===== src/rtl/flasher_pkg.sv =====
// Shared types and constants for bound_flasher and the flick scheduler in
// front of it.
//   FS_IDLE / FS_RUN      scheduler state
//   LED_W                 width of the flasher LED bus
//   LED_KB5 / LED_KB10    the LED images at which a kickback flick is legal
//   led_view_t            per-cycle decoded view of the LED bus
//   is_kb_pat()           true when an LED image is one of the kickback points
package flasher_pkg;

  localparam int LED_W = 16;
  localparam logic [LED_W-1:0] LED_KB5  = 16'h003F;
  localparam logic [LED_W-1:0] LED_KB10 = 16'h07FF;

  typedef enum logic {
    FS_IDLE = 1'b0,
    FS_RUN  = 1'b1
  } fs_state_e;

  typedef struct packed {
    logic zero;    // bus is all off
    logic same;    // bus equals last cycle's image
    logic kb;      // kickback pattern just entered
  } led_view_t;

  function automatic logic is_kb_pat(input logic [LED_W-1:0] led);
    return (led == LED_KB5) || (led == LED_KB10);
  endfunction

endpackage


===== src/rtl/rr_arbiter.sv =====
// Round-robin arbiter. Searches req from ptr upward with wrap-around and
// grants the first set bit.
//   req      request vector
//   ptr      index where the search starts
//   en       grant enable; gnt is all zero when low
//   gnt      one-hot grant
//   next_ptr index just above the winner (wrapped); equals ptr when no grant
module rr_arbiter #(
  parameter int N  = 2,
  parameter int PW = $clog2(N)
) (
  input  logic [N-1:0]  req,
  input  logic [PW-1:0] ptr,
  input  logic          en,
  output logic [N-1:0]  gnt,
  output logic [PW-1:0] next_ptr
);

  localparam int SW = PW + 1;
  localparam logic [SW-1:0] NW   = SW'(N);
  localparam logic [PW-1:0] LAST = PW'(N - 1);

  logic [SW-1:0] sum;
  logic [PW-1:0] idx;
  logic          found;

  always_comb begin
    gnt      = '0;
    next_ptr = ptr;
    found    = 1'b0;
    sum      = '0;
    idx      = '0;
    for (int i = 0; i < N; i++) begin
      // ptr + i never exceeds 2N-2, so one conditional subtract wraps it
      sum = {1'b0, ptr} + SW'(i);
      if (sum >= NW) sum = sum - NW;
      idx = sum[PW-1:0];
      if (en && !found && req[idx]) begin
        found    = 1'b1;
        gnt[idx] = 1'b1;
        next_ptr = (idx == LAST) ? '0 : idx + PW'(1);
      end
    end
  end

endmodule


===== src/rtl/flick_scheduler.sv =====
// Shares the single flick input of bound_flasher between N_REQ requesters.
// Requests latch into pending flags and are granted round-robin, either to
// start an idle flasher or as a kickback flick on entry to the led[5] /
// led[10] boundary images. A frozen LED bus during a run raises a sticky
// fault and drops the scheduler back to IDLE.
//   clk, rst_n   clock, synchronous active-low reset
//   req_i        per-requester request pulses (set pending flags)
//   led_i        flasher LED bus
//   flick_o      single-cycle flick pulse to the flasher
//   grant_o      one-hot winner, coincident with flick_o
//   busy_o       scheduler is in RUN
//   kick_cnt_o   kicks granted in the current run
//   fault_o      sticky stall flag
module flick_scheduler
  import flasher_pkg::*;
#(
  parameter int N_REQ     = 2,
  parameter int MAX_KICKS = 2,
  parameter int IDLE_CYC  = 4,
  parameter int TIMEOUT   = 64
) (
  input  logic                           clk,
  input  logic                           rst_n,
  input  logic [N_REQ-1:0]               req_i,
  input  logic [LED_W-1:0]               led_i,
  output logic                           flick_o,
  output logic [N_REQ-1:0]               grant_o,
  output logic                           busy_o,
  output logic [$clog2(MAX_KICKS+1)-1:0] kick_cnt_o,
  output logic                           fault_o
);

  localparam int PW = $clog2(N_REQ);
  localparam int KW = $clog2(MAX_KICKS + 1);
  localparam int IW = $clog2(IDLE_CYC + 1);
  localparam int TW = $clog2(TIMEOUT + 1);

  fs_state_e        state, state_nxt;
  logic [N_REQ-1:0] pend;
  logic [PW-1:0]    rr;
  logic [PW-1:0]    next_ptr;
  logic [N_REQ-1:0] gnt;
  logic [LED_W-1:0] led_q;
  logic [KW-1:0]    kick_cnt;
  logic [IW-1:0]    idle_cnt;
  logic [TW-1:0]    stall_cnt;
  led_view_t        led_v;

  logic arb_en, kick, set_fault, idle_hit, stall_hit, stay_run;

  always_comb begin
    led_v      = '0;
    led_v.zero = (led_i == '0);
    led_v.same = (led_i == led_q);
    // only the entry cycle of a pattern counts, so a held image kicks once
    led_v.kb   = is_kb_pat(led_i) && !led_v.same;
  end

  // hit flags fire on the cycle that completes the run of zeros / repeats
  assign idle_hit  = led_v.zero && (idle_cnt == IW'(IDLE_CYC - 1));
  assign stall_hit = led_v.same && (stall_cnt == TW'(TIMEOUT - 1));

  always_comb begin
    state_nxt = state;
    arb_en    = 1'b0;
    kick      = 1'b0;
    set_fault = 1'b0;
    case (state)
      FS_IDLE: begin
        // a lit bus in IDLE means someone else started the flasher
        if (|pend && led_v.zero) begin
          arb_en    = 1'b1;
          state_nxt = FS_RUN;
        end
      end
      FS_RUN: begin
        if (led_v.kb && |pend && (kick_cnt < KW'(MAX_KICKS))) begin
          arb_en = 1'b1;
          kick   = 1'b1;
        end
        // an all-off bus is a finished run, not a stall
        if (idle_hit) begin
          state_nxt = FS_IDLE;
        end else if (stall_hit) begin
          set_fault = 1'b1;
          state_nxt = FS_IDLE;
        end
      end
      default: state_nxt = FS_IDLE;
    endcase
    // keep the Mealy flick quiet while reset is being applied
    if (!rst_n) arb_en = 1'b0;
  end

  rr_arbiter #(.N(N_REQ), .PW(PW)) u_arb (
    .req      (pend),
    .ptr      (rr),
    .en       (arb_en),
    .gnt      (gnt),
    .next_ptr (next_ptr)
  );

  assign stay_run = (state == FS_RUN) && (state_nxt == FS_RUN);

  always_ff @(posedge clk) begin
    if (!rst_n) begin
      state     <= FS_IDLE;
      pend      <= '0;
      rr        <= '0;
      led_q     <= '0;
      kick_cnt  <= '0;
      idle_cnt  <= '0;
      stall_cnt <= '0;
      fault_o   <= 1'b0;
    end else begin
      state <= state_nxt;
      led_q <= led_i;
      // set wins over the grant clear on the same bit
      pend  <= (pend & ~gnt) | req_i;
      if (arb_en) rr <= next_ptr;
      if (set_fault) fault_o <= 1'b1;
      if (stay_run) begin
        idle_cnt  <= led_v.zero ? idle_cnt + IW'(1) : '0;
        stall_cnt <= led_v.same ? stall_cnt + TW'(1) : '0;
        if (kick) kick_cnt <= kick_cnt + KW'(1);
      end else begin
        idle_cnt  <= '0;
        stall_cnt <= '0;
        kick_cnt  <= '0;
      end
    end
  end

  assign flick_o    = |gnt;
  assign grant_o    = gnt;
  assign busy_o     = (state == FS_RUN);
  assign kick_cnt_o = kick_cnt;

endmodule


===== config.mk =====
export PLATFORM = sky130hd
export DESIGN_NAME = flick_scheduler
export DESIGN_NICKNAME = d
export VERILOG_FILES = /design/src/rtl/flasher_pkg.sv /design/src/rtl/rr_arbiter.sv /design/src/rtl/flick_scheduler.sv
export SDC_FILE = /design/constraint.sdc
export NUM_CORES = 1
export LEC_CHECK = 0
export CAP_MARGIN = 30
export CORE_MARGIN = 5
export CORE_UTILIZATION = 40
export CTS_CLUSTER_SIZE = 20
export DETAILED_ROUTE_END_ITERATION = 12
export PLACE_DENSITY = 0.66
export SLEW_MARGIN = 5
export SYNTH_ARGS = -nofsm -noshare
export SYNTH_HDL_FRONTEND = slang
export SYNTH_HIERARCHICAL = 1
export SYNTH_SLANG_ARGS = --single-unit

===== constraint.sdc =====
create_clock -name clk -period 3.1 [get_ports clk]
set_clock_uncertainty 0.1 [all_clocks]
set_input_delay 0.93 -clock clk [delete_from_list [all_inputs] [get_ports clk]]
set_output_delay 0.93 -clock clk [all_outputs]
set_load 0.02 [all_outputs]

==> results of run 1 <==
## worst max-delay path, stage by stage
cell and delay [ns]:
clkdlybuf4s15_2 0.19, buf_4 0.14, nor3_2 0.11, nand4b_1 0.17, or3_4 0.44, a21oi_4 0.18
nand2_2 0.10, a21oi_4 0.16, inv_2 0.07, nand2_4 0.05, buf_6 0.11
## cells in the mapped netlist (all sizes together) (3+ instances only)
cell | number | share of area
dfxtp | 33 | 0.46
xor2 | 18 | 0.11
nor2 | 17 | 0.044
and2 | 16 | 0.069
nor4 | 11 | 0.065
nand2 | 9 | 0.023
a21oi | 7 | 0.027
inv | 7 | 0.018
and4 | 3 | 0.018
ha | 3 | 0.026
nand3 | 3 | 0.010
nor3 | 3 | 0.010
## power groups by stage
stage                     combinational (mW)  clock (mW)  sequential, mW
after floorplan                       0.0365           0           0.453
after global placement                0.0948           0           0.452
after detailed placement              0.0964           0           0.452
after CTS                              0.110       0.322           0.444
after global routing                   0.121       0.336           0.445
final                                  0.112       0.318           0.444
## state kept, by name (all words and copies together), names as in the netlist
signal,count
pend,2
stall_cnt,7
fault_o,1
busy_o,1
kick_cnt_o,2
rr,1
led_q,16
idle_cnt,3
## layout by cell type (no fill, tap or decap), types with 2 or more instances in the layout
master,count
buf_4,39
dfxtp_1,33
nor2_1,16
and2_1,16
xor2_1,12
buf_2,12
buf_6,9
clkdlybuf4s50_1,7
xor2_2,6
nand2_1,5
inv_1,5
clkbuf_4,5
nor4_2,4
nor4_4,4
and4_1,3
nor3_2,3
nand2_2,3
a21oi_4,3
nand3_1,3
a21oi_1,3
nor4_1,3
ha_1,3
nand4b_1,2
nand4_1,2
inv_2,2
o21ai_0,2
xnor2_1,2
and3_1,2
clkdlybuf4s15_2,2
## cell families (layout without fill, tap and decap cells)
logic type                 after synthesis  count (layout)  synth area share
buffers and inverters                    9              83            0.0234
adders and majority gates                3               3            0.0260
DFF                                     33              33             0.457
AOI/OAI and AO/OA                       16              16            0.0745
and+or+nand+nor                         71              71             0.284
muxes                                    2               2            0.0139
xor gates and xnor gates                20              20             0.121
## layer usage
layer | part of all wire | routed length (um) | track usage
met3 | 0.046 | 194 | 0.0516
met1 | 0.41 | 1750 | 0.192
met2 | 0.51 | 2180 | 0.320
met5 | 0 | 0 | 0
met4 | 0.026 | 110 | 0.113
## per-stage QoR
stage	area (um2)	hold slack [ns]	setup WS, ns
6_report	2300	0.374	-0.589
5_1_grt	2300	0.404	-0.636
4_1_cts	2300	0.381	-0.484
3_5_place_dp	1970	0.365	-1.47
3_3_place_gp	1970	0.312	-1.45
2_1_floorplan	1480	0.308	-0.307
## layout make-up
class / count / area, um2 / area share
clock buffers: 5 / 37.5 / 0.0163
clock inverters: 2 / 35.0 / 0.0152
inverters: 7 / 26.3 / 0.0114
multi-input cells: 112 / 936 / 0.407
flip-flops and latches: 33 / 661 / 0.287
well taps: 46 / 57.6 / 0.0250
repair buffers: 69 / 547 / 0.238
## worst paths after layout
kind | endpoint | slack (ns) | depth (start not counted)
worst max-delay path | flick_o | -0.59 | 11
worst min-delay path | idle_cnt[0]$_SDFF_PN0_ | 0.37 | 1
worst max register to register | pend[0]$_SDFF_PN0_ | 0.62 | 12
worst min register to register | idle_cnt[0]$_SDFF_PN0_ | 0.37 | 1
## what timing repair did
item,in CTS,in global routing
pin swaps,30,6
setup buffers,21,3
hold endpoints to repair,0,0
endpoints found under the setup margin,3,6
resized for setup,105,6
==> impl_metrics.tcl, run 1 <==
set metrics [dict create \
    netlist_area_um2 1450 \
    dr_total_vias 1378 \
    drt_wl_total_um 4240 \
    finalSetupViolations 3 \
    hp-start "idle_cnt[0]$_SDFF_PN0_" \
    ctsHtreeMaxLevel 2 \
    cap_violations 0 \
    synthToLayoutAreaGrowth_pct 59.1 \
    io_pins 27 \
    route.detailed.drc 0 \
    nFillCells 263 \
    crit_type "in -> out" \
    drive_above_1_share 0.443 \
    post-route-util 0.673 \
    seqPwrFrac 0.508 \
    synth_warnings 6 \
    ys_dominant_reg_cell "dfxtp_1" \
    ys_seq_elements 33 \
    async_flop_share 0 \
    die_h_um 70.1 \
    worst_ir_drop_vdd_uv 244 \
    crit_path_end_kind "output pin" \
    postSynthCellCount 154 \
    start_util 0.423 \
    clk_path_buf_depth 2 \
    via_per_inst 5.03 \
    syn_nets 177 \
    crit_required_ns 2.07 \
    comb_power_share 0.129 \
    place.port_buffers 26 \
    antenna_found_initial 0 \
    fin_total_pwr_uw 874 \
    worstSetupStartpointType "primary input" \
    layout.cells.non_filler 274 \
    grt_usage 0.183 \
    switchingPower_uw 215 \
    status "finished with violations" \
    cts_sinks 33 \
    rows 21 \
    fp.dieW_um 70.1 \
    clkTransAtPathRegs_ns 0.10 \
    clk_latency_ns 0.35 \
    synth_cell_types 31 \
    synth_seq_area_share 0.457 \
    cts_root_buffer "clkbuf_4" \
    violations "negative setup slack" \
    core_um2 3420 \
    max_slew_margin 0.503 \
    p_int_uw 658 \
    arrival_ns 2.66 \
    period_share 1.19 \
    firstDrtPassIters 4 \
    grt_max_degree 21 \
    tns_ns -1.56 \
    gp_congestion 0.857 \
    fmax_ghz 0.271 \
    cts_tree "built" \
    switching_share 0.247 \
    slew_viol_final 0 \
    postSynthAreaPerCell_um2 9.38 \
    dp_cells 248 \
    synth-edff-count 0 \
    grt_overflow 0 \
    hp-class "reg -> reg" \
    dpl.hpwl_um 2780 \
    hold_viol 0 \
    p_leak_nw 0.952 \
    drt_iter0_drc 85 \
    r2r-start "kick_cnt_o[1]$_SDFFE_PN0P_" \
    finalCriticalPeriod_ns 3.69 \
    rsz0062_at_grt "true" \
    postCtsHoldBufs 0 \
    n_antenna_cell 0 \
    grt_pass1_vias 1553 \
    die-area_um2 4910 \
    numCtsBuffers 5 \
    grt_pass1_wl_um 7030 \
    path_max_fanout 3 \
    worst_pin_slew_ns 0.738 \
    powerDensity_nw_per_um2 380 \
    startpoint "led_i[15]" \
    wl_per_cell_um 15.5 \
    setup_slack_ns -0.589 \
    pwr-share-clk 0.364 \
    nets 251 \
    antenna_left 0 \
]
(Power assumes the default switching activity.)
==> run 2, diff against run 1 <==
--- a/config.mk
+++ b/config.mk
@@ -8,7 +8,6 @@
 export CAP_MARGIN = 30
 export CORE_MARGIN = 5
 export CORE_UTILIZATION = 40
-export CTS_CLUSTER_SIZE = 20
 export DETAILED_ROUTE_END_ITERATION = 12
 export PLACE_DENSITY = 0.66
 export SLEW_MARGIN = 5
==> results of run 2 <==
No change in the layout: final DEF, timing and power equal those of run 1.
